--- config.mk ---
export PLATFORM = sky130hd
export DESIGN_NAME = anc_sample_feeder
export DESIGN_NICKNAME = d
export VERILOG_FILES = /design/src/rtl/anc_sample_feeder.sv
export SDC_FILE = /design/constraint.sdc
export NUM_CORES = 1
export LEC_CHECK = 0
export ABC_AREA = 1
export CAP_MARGIN = 30
export CORE_ASPECT_RATIO = 0.9
export CORE_MARGIN = 2
export CORE_UTILIZATION = 51
export CTS_CLUSTER_SIZE = 20
export DETAILED_ROUTE_END_ITERATION = 16
export PLACE_DENSITY = 0.84
export SYNTH_ARGS = -nofsm -noshare
export SYNTH_HDL_FRONTEND = slang
export SYNTH_SLANG_ARGS = --single-unit
--- constraint.sdc ---
create_clock -name clk -period 7.3 [get_ports clk]
set_clock_uncertainty 0.1 [all_clocks]
set_input_delay 0.73 -clock clk [delete_from_list [all_inputs] [get_ports clk]]
set_output_delay 0.73 -clock clk [all_outputs]
set_load 0.02 [all_outputs]
--- src/rtl/anc_sample_feeder.sv ---
// anc_sample_feeder: FIFO + valid/ready producer feeding ADC sample triples
// (e, x, a) and the LMS step size into the ANC core, with an in-flight limit.
//
// Ports:
//   clk, rst            rising-edge clock, synchronous active-high reset
//   init_done           core initialised; streaming only while high
//   adc_valid, adc_e/x/a, u_cfg
//                       one-cycle push strobe and the entry fields
//   ovf_clr             clears the sticky overflow / unexp_out flags
//   in_valid, controller_ready
//                       handshake toward the controller
//   e_out, x_out, a_out, u_out
//                       first-word fall-through head of the FIFO
//   out_valid           FIR output strobe; retires one in-flight sample
//   fifo_level          entries held, 0..DEPTH
//   overflow            sticky: a push was dropped on a full FIFO
//   unexp_out           sticky: out_valid arrived with nothing in flight
//
// Optional build macro ANC_FEEDER_STATS_EN adds the saturating
// drop_cnt / stall_cnt outputs.

module anc_sample_feeder #(
   parameter int DEPTH   = 4,
   parameter int AW      = 2,
   parameter int MAX_OUT = 1
) (
   input  logic          clk,
   input  logic          rst,
   input  logic          init_done,
   input  logic          adc_valid,
   input  logic [15:0]   adc_e,
   input  logic [15:0]   adc_x,
   input  logic [15:0]   adc_a,
   input  logic [15:0]   u_cfg,
   input  logic          ovf_clr,
   output logic          in_valid,
   input  logic          controller_ready,
   output logic [15:0]   e_out,
   output logic [15:0]   x_out,
   output logic [15:0]   a_out,
   output logic [15:0]   u_out,
   input  logic          out_valid,
   output logic [AW:0]   fifo_level,
   output logic          overflow,
   output logic          unexp_out
`ifdef ANC_FEEDER_STATS_EN
   ,
   output logic [15:0]   drop_cnt,
   output logic [15:0]   stall_cnt
`endif
);

   typedef enum logic {
      WAIT_INIT,
      RUN
   } state_t;

   typedef struct packed {
      logic [15:0] e;
      logic [15:0] x;
      logic [15:0] a;
      logic [15:0] u;
   } entry_t;

   state_t      state;
   state_t      state_nxt;
   entry_t      mem [DEPTH];
   entry_t      head;
   logic [AW:0] wr_ptr;
   logic [AW:0] rd_ptr;
   logic [2:0]  inflight;
   logic        full;
   logic        empty;
   logic        can_issue;
   logic        pop;
   logic        push;
   logic        drop;
   logic        unexp_ev;

   // ---------------- control FSM ----------------
   always_ff @(posedge clk) begin
      if (rst) state <= WAIT_INIT;
      else     state <= state_nxt;
   end

   always_comb begin
      state_nxt = state;
      unique case (state)
         WAIT_INIT: if (init_done)  state_nxt = RUN;
         RUN:       if (!init_done) state_nxt = WAIT_INIT;
         default:   state_nxt = WAIT_INIT;
      endcase
   end

   // ---------------- FIFO status ----------------
   // Pointers carry one extra bit so full and empty are distinguishable.
   assign fifo_level = wr_ptr - rd_ptr;
   assign full       = (fifo_level == (AW+1)'(DEPTH));
   assign empty      = (fifo_level == '0);
   assign can_issue  = (inflight < 3'(MAX_OUT));

   // Depends only on registered state, so it cannot glitch with ready.
   assign in_valid = (state == RUN) & ~empty & can_issue;

   assign pop      = in_valid & controller_ready;
   // A pop frees the slot in the same cycle, so a full FIFO still accepts.
   assign push     = adc_valid & (~full | pop);
   assign drop     = adc_valid & full & ~pop;
   assign unexp_ev = out_valid & (inflight == 3'd0);

   assign head  = mem[rd_ptr[AW-1:0]];
   assign e_out = head.e;
   assign x_out = head.x;
   assign a_out = head.a;
   assign u_out = head.u;

   // ---------------- storage and pointers ----------------
   always_ff @(posedge clk) begin
      if (rst) begin
         wr_ptr <= '0;
         rd_ptr <= '0;
         for (int i = 0; i < DEPTH; i++) mem[i] <= '0;
      end else begin
         if (push) begin
            mem[wr_ptr[AW-1:0]] <= '{e: adc_e, x: adc_x, a: adc_a, u: u_cfg};
            wr_ptr <= wr_ptr + 1'b1;
         end
         if (pop) rd_ptr <= rd_ptr + 1'b1;
      end
   end

   // ---------------- in-flight accounting ----------------
   always_ff @(posedge clk) begin
      if (rst) begin
         inflight <= 3'd0;
      end else begin
         unique case ({pop, out_valid})
            2'b10:   inflight <= inflight + 3'd1;
            2'b01:   if (inflight != 3'd0) inflight <= inflight - 3'd1;
            default: inflight <= inflight;
         endcase
      end
   end

   // ---------------- sticky flags (set beats clear) ----------------
   always_ff @(posedge clk) begin
      if (rst) begin
         overflow  <= 1'b0;
         unexp_out <= 1'b0;
      end else begin
         if (drop)         overflow <= 1'b1;
         else if (ovf_clr) overflow <= 1'b0;
         if (unexp_ev)     unexp_out <= 1'b1;
         else if (ovf_clr) unexp_out <= 1'b0;
      end
   end

`ifdef ANC_FEEDER_STATS_EN
   // ---------------- saturating statistics ----------------
   always_ff @(posedge clk) begin
      if (rst || ovf_clr) begin
         drop_cnt  <= '0;
         stall_cnt <= '0;
      end else begin
         if (drop && drop_cnt != 16'hFFFF)
            drop_cnt <= drop_cnt + 16'd1;
         if (in_valid && !controller_ready && stall_cnt != 16'hFFFF)
            stall_cnt <= stall_cnt + 16'd1;
      end
   end
`endif

endmodule

==> flow_summary_export.csv <==
group,metric,value,unit
run_status,outcome,"completed",
logic_synthesis,synth_nets,1178,
cts,cts_made_buffers,26,
critical_path,cp_data_arrival_time,4.43,ns
timing,report.final.hold_viol_count,0,
critical_path,worstPathRequired,7.36,ns
cells_and_area,final_net_count,1274,
cts,insertion_delay,0.53,ns
logic_synthesis,area_fraction_in_compound_gates_after_synthesis,8.89,%
grt,grt_overflow,0,
logic_synthesis,syn_area,12500,µm²
cts,cts.repair_timing.setup_buffer_count,0,
cells_and_area,utilization,62.0,%
logic_synthesis,synth_simple_gate_area_share,20.0,%
power,worst_vdd_drop,0.206,mV
grt,number_of_antenna_violations_at_the_first_check_in_global_routing,0,
grt,grt_max_degree,87,
cts,clockBufferDepth,3,
power,power.share.switching,26.4,%
logic_synthesis,post_synth_num_cell_types,25,
cells_and_area,num-fill-cells,1777,
route,length_of_the_first_detailed_routing_pass_in_iterations,7,
route,detail_route.wl_per_cell,19.9,µm
floorplanning,ios,141,
grt,grt_pass1_wl,48.4,mm
cts,clock_tree_from_tritoncts,"done",
cts,clkSlewWorstSetupHoldPaths,0.06,ns
logic_synthesis,ys_ff_latch,270,
timing,slew_violations,0,
critical_path,cp-start-kind,"flip-flop",
route,route.detailed.vias_per_inst,5.86,
min_path,hold_removal_path_class,"reg -> reg",
power,internal-power,2.84,mW
power,power_frac_clock,34.7,%
route,top_layer_used,"met4",
cells_and_area,syn2layout_area_growth,19.9,%
logic_synthesis,synth.yosys.seq_area_share,63.9,%
timing,max_clock_freq,229,MHz
critical_path,critPathBufInv,3,
cts,root_buffer,"sky130_fd_sc_hd__clkbuf_16",
logic_synthesis,synth_xor_xnor_area_share,0.281,%
cts,clock_sinks,270,
floorplanning,die_area,25700,µm²
critical_path,worst_path_max_delay_cell,"sky130_fd_sc_hd__nor2_4",
place,placed_cells,1474,
critical_path,worst-setup-path-type,"reg -> reg",
grt,grt_use_total,23.6,%
floorplanning,floorplan.initialDensity,51.7,%
power,power_leakage,5.49,nW
cts,post_cts_hold_buffer_count,0,
logic_synthesis,yosys-mux-area-fraction,0,%
power,p_per_area,258,nW/µm²
timing,worst_pin_slew,0.986,ns
cts,post_cts_resize_count,0,
timing,holdWs,0.372,ns
run,max-cap-violations,0,
route,route.vias.total,8921,
logic_synthesis,syn-mean-instance-area,11.3,µm²
route,wirelength,30.3,mm
floorplanning,row_count,54,
timing,final_min_period_over_clock_period,59.8,%
grt,via_count_of_the_first_global_routing_pass,8953,
timing,timing.max_slew.rel_slack,34.3,%
place,postPlaceCellArea,14100,µm²
timing,fin_crit,4.37,ns
route,routed-wl-met2,14.9,mm
place,dpl.hpwl,17.3,mm
route,drcViolationCount,0,
cells_and_area,multi_input_comb_area,3790,µm²
timing,worst_slack,2.93,ns
logic_synthesis,synth_top_family_by_area,"simple AND/OR/NAND/NOR gates",
critical_path,largest_driver_fanout_on_the_critical_path,35,
critical_path,worst_path_most_repeated_cell,"sky130_fd_sc_hd__nand2_1",
route,postRouteAntennaNets,0,
cts,ctsHtreeMaxLevel,1,
route,detail_route.iter0.violations,962,
cells_and_area,post_route_cells_drive_above_1_share,15.1,%
critical_path,path_cells,"clkinv_2 > fa_1 > inv_1 > nand2_1 > nand2_1 > nand2_1 > nand2_2 > nand2_2 > nand3_4 > nand2_2 > nand4_4 > nand2_1 > nor2_4 > buf_4",
critical_path,slowest_delay,0.76,ns
floorplanning,coreArea,24100,µm²
route,wl_met3,2.56,mm
power,p_seq_share,48.8,%
floorplanning,die_span_x,169,µm
cells_and_area,num_antenna_cells,0,
cells_and_area,layout.cells.non_filler,1523,
place,portBuffers,140,
critical_path,crit_path_end_kind,"flip-flop",
power,p_sw,1.02,mW
timing,timing.final.setup_violations,0,
floorplanning,dieHeight,152,µm
power,comb_power_share,16.5,%
route,met1Wirelength,12.1,mm
cells_and_area,final_design_area_no_fill,15000,µm²
place,place_congestion,0.787,
critical_path,worst_path_dominant_cell_family,"simple AND/OR/NAND/NOR gates",
timing,rsz0062_at_grt,"false",
cells_and_area,area_of_all_sequential_standard_cells,7980,µm²
logic_synthesis,synthesis.yosys.warnings,0,
logic_synthesis,synthCells,1100,
place,preCtsSetupSlack,2.70,ns
logic_synthesis,synth-adder-area-share,0.762,%
-- cells by family after synthesis --
| family | Yosys count |
|---|---|
| AOI/OAI and AO/OA | 205 |
| xor gates and xnor gates | 4 |
| DFF | 270 |
| buffers and inverters | 176 |
| and+or+nand+nor | 438 |
| adders and majority gates | 7 |
-- power by group through the flow --
stage / registers (mW) / clock network (mW) / logic [mW]
2_1_floorplan: 1.91 / 0 / 0.385
3_3_place_gp: 1.91 / 0 / 0.612
3_5_place_dp: 1.92 / 0 / 0.625
4_1_cts: 1.89 / 1.35 / 0.632
5_1_grt: 1.90 / 1.40 / 0.687
6_report: 1.89 / 1.34 / 0.637
-- worst register-to-register path: stages (launching register included) --
cell and delay [ns]:
sky130_fd_sc_hd__dfxtp_4 0.69, sky130_fd_sc_hd__clkinv_2 0.15, sky130_fd_sc_hd__fa_1 0.46, sky130_fd_sc_hd__inv_1 0.07
sky130_fd_sc_hd__nand2_1 0.06, sky130_fd_sc_hd__nand2_1 0.07, sky130_fd_sc_hd__nand2_1 0.06, sky130_fd_sc_hd__nand2_2 0.09
sky130_fd_sc_hd__nand2_2 0.07, sky130_fd_sc_hd__nand3_4 0.11, sky130_fd_sc_hd__nand2_2 0.12, sky130_fd_sc_hd__nand4_4 0.37
sky130_fd_sc_hd__nand2_1 0.19, sky130_fd_sc_hd__nor2_4 0.76, sky130_fd_sc_hd__buf_4 0.61
-- final cells by class --
class	instances	share of cell area, %
Clock buffer	32	4.64
Clock inverter	15	0.995
Inverter	86	2.19
Multi-Input combinational cell	654	25.4
Sequential cell	270	53.3
Tap cell	308	2.58
Timing Repair Buffer	158	10.9
-- per-stage QoR --
| stage | setup TNS, ns | power (mW) |
|---|---|---|
| finish | 0 | 3.86 |
| global route | 0 | 3.99 |
| CTS | 0 | 3.87 |
| detailed placement | 0 | 2.54 |
| global placement | 0 | 2.52 |
| floorplan | -2.58 | 2.29 |
-- flip-flops by register name, indices dropped and copies added, names as in the netlist, named ones only --
register,count
inflight,3
mem,256
overflow,1
rd_ptr,3
state,1
unexp_out,1
wr_ptr,3
-- placed cells by master, fill, tap and decap left out, types with 12 or more instances in the layout --
master / netlist / final
sky130_fd_sc_hd__clkbuf_16: 0 / 27
sky130_fd_sc_hd__nor3_1: 82 / 82
sky130_fd_sc_hd__o21ai_0: 134 / 131
sky130_fd_sc_hd__nand3_1: 12 / 12
sky130_fd_sc_hd__nand2_1: 25 / 25
sky130_fd_sc_hd__inv_1: 82 / 80
sky130_fd_sc_hd__clkdlybuf4s50_1: 0 / 140
sky130_fd_sc_hd__o22ai_1: 64 / 64
sky130_fd_sc_hd__nor2_1: 201 / 200
sky130_fd_sc_hd__buf_4: 1 / 13
sky130_fd_sc_hd__nor3_2: 111 / 111
sky130_fd_sc_hd__edfxtp_1: 256 / 256
-- synth_stat cells --
cell type | number | area share [%]
sky130_fd_sc_hd__inv_1 | 82 | 2.5
sky130_fd_sc_hd__o21ai_0 | 134 | 5.4
sky130_fd_sc_hd__o22ai_1 | 64 | 3.2
sky130_fd_sc_hd__nand2_2 | 4 | 0.20
sky130_fd_sc_hd__edfxtp_1 | 256 | 62
sky130_fd_sc_hd__buf_2 | 8 | 0.32
sky130_fd_sc_hd__clkbuf_1 | 65 | 2.0
sky130_fd_sc_hd__a21boi_0 | 1 | 0.060
sky130_fd_sc_hd__nand3_4 | 1 | 0.14
sky130_fd_sc_hd__a21oi_1 | 6 | 0.24
sky130_fd_sc_hd__ha_1 | 6 | 0.60
sky130_fd_sc_hd__nand4_2 | 2 | 0.20
sky130_fd_sc_hd__nor2_1 | 201 | 6.0
sky130_fd_sc_hd__nand2_1 | 25 | 0.75
sky130_fd_sc_hd__xor2_1 | 4 | 0.28
sky130_fd_sc_hd__fa_1 | 1 | 0.16
sky130_fd_sc_hd__nand3_1 | 12 | 0.48
sky130_fd_sc_hd__nor3_2 | 111 | 8.9
sky130_fd_sc_hd__buf_4 | 1 | 0.060
sky130_fd_sc_hd__buf_1 | 3 | 0.090
sky130_fd_sc_hd__clkinv_1 | 3 | 0.090
sky130_fd_sc_hd__nor3_1 | 82 | 3.3
sky130_fd_sc_hd__dfxtp_1 | 14 | 2.2
sky130_fd_sc_hd__buf_6 | 13 | 1.2
sky130_fd_sc_hd__inv_2 | 1 | 0.030
-- routing by layer --
layer | track usage [%] | vias up
li1 | - | 4105
met1 | 32.5 | 4276
met4 | 7.18 | 0
met3 | 3.30 | 61
met5 | 0 | -
met2 | 39.3 | 479
-- worst paths after layout --
check	from	end	slack, ns	cells after the start
worst max-delay path	wr_ptr[1]$_SDFFE_PP0P_	mem[3][48]$_DFFE_PP_	2.93	14
worst min-delay path	overflow$_SDFFE_PP0P_	overflow$_SDFFE_PP0P_	0.37	2
worst min register to register	overflow$_SDFFE_PP0P_	overflow$_SDFFE_PP0P_	0.37	2
worst max register to register	wr_ptr[1]$_SDFFE_PP0P_	mem[3][48]$_DFFE_PP_	2.93	14
Note: power is estimated with default switching activity, not from simulation.
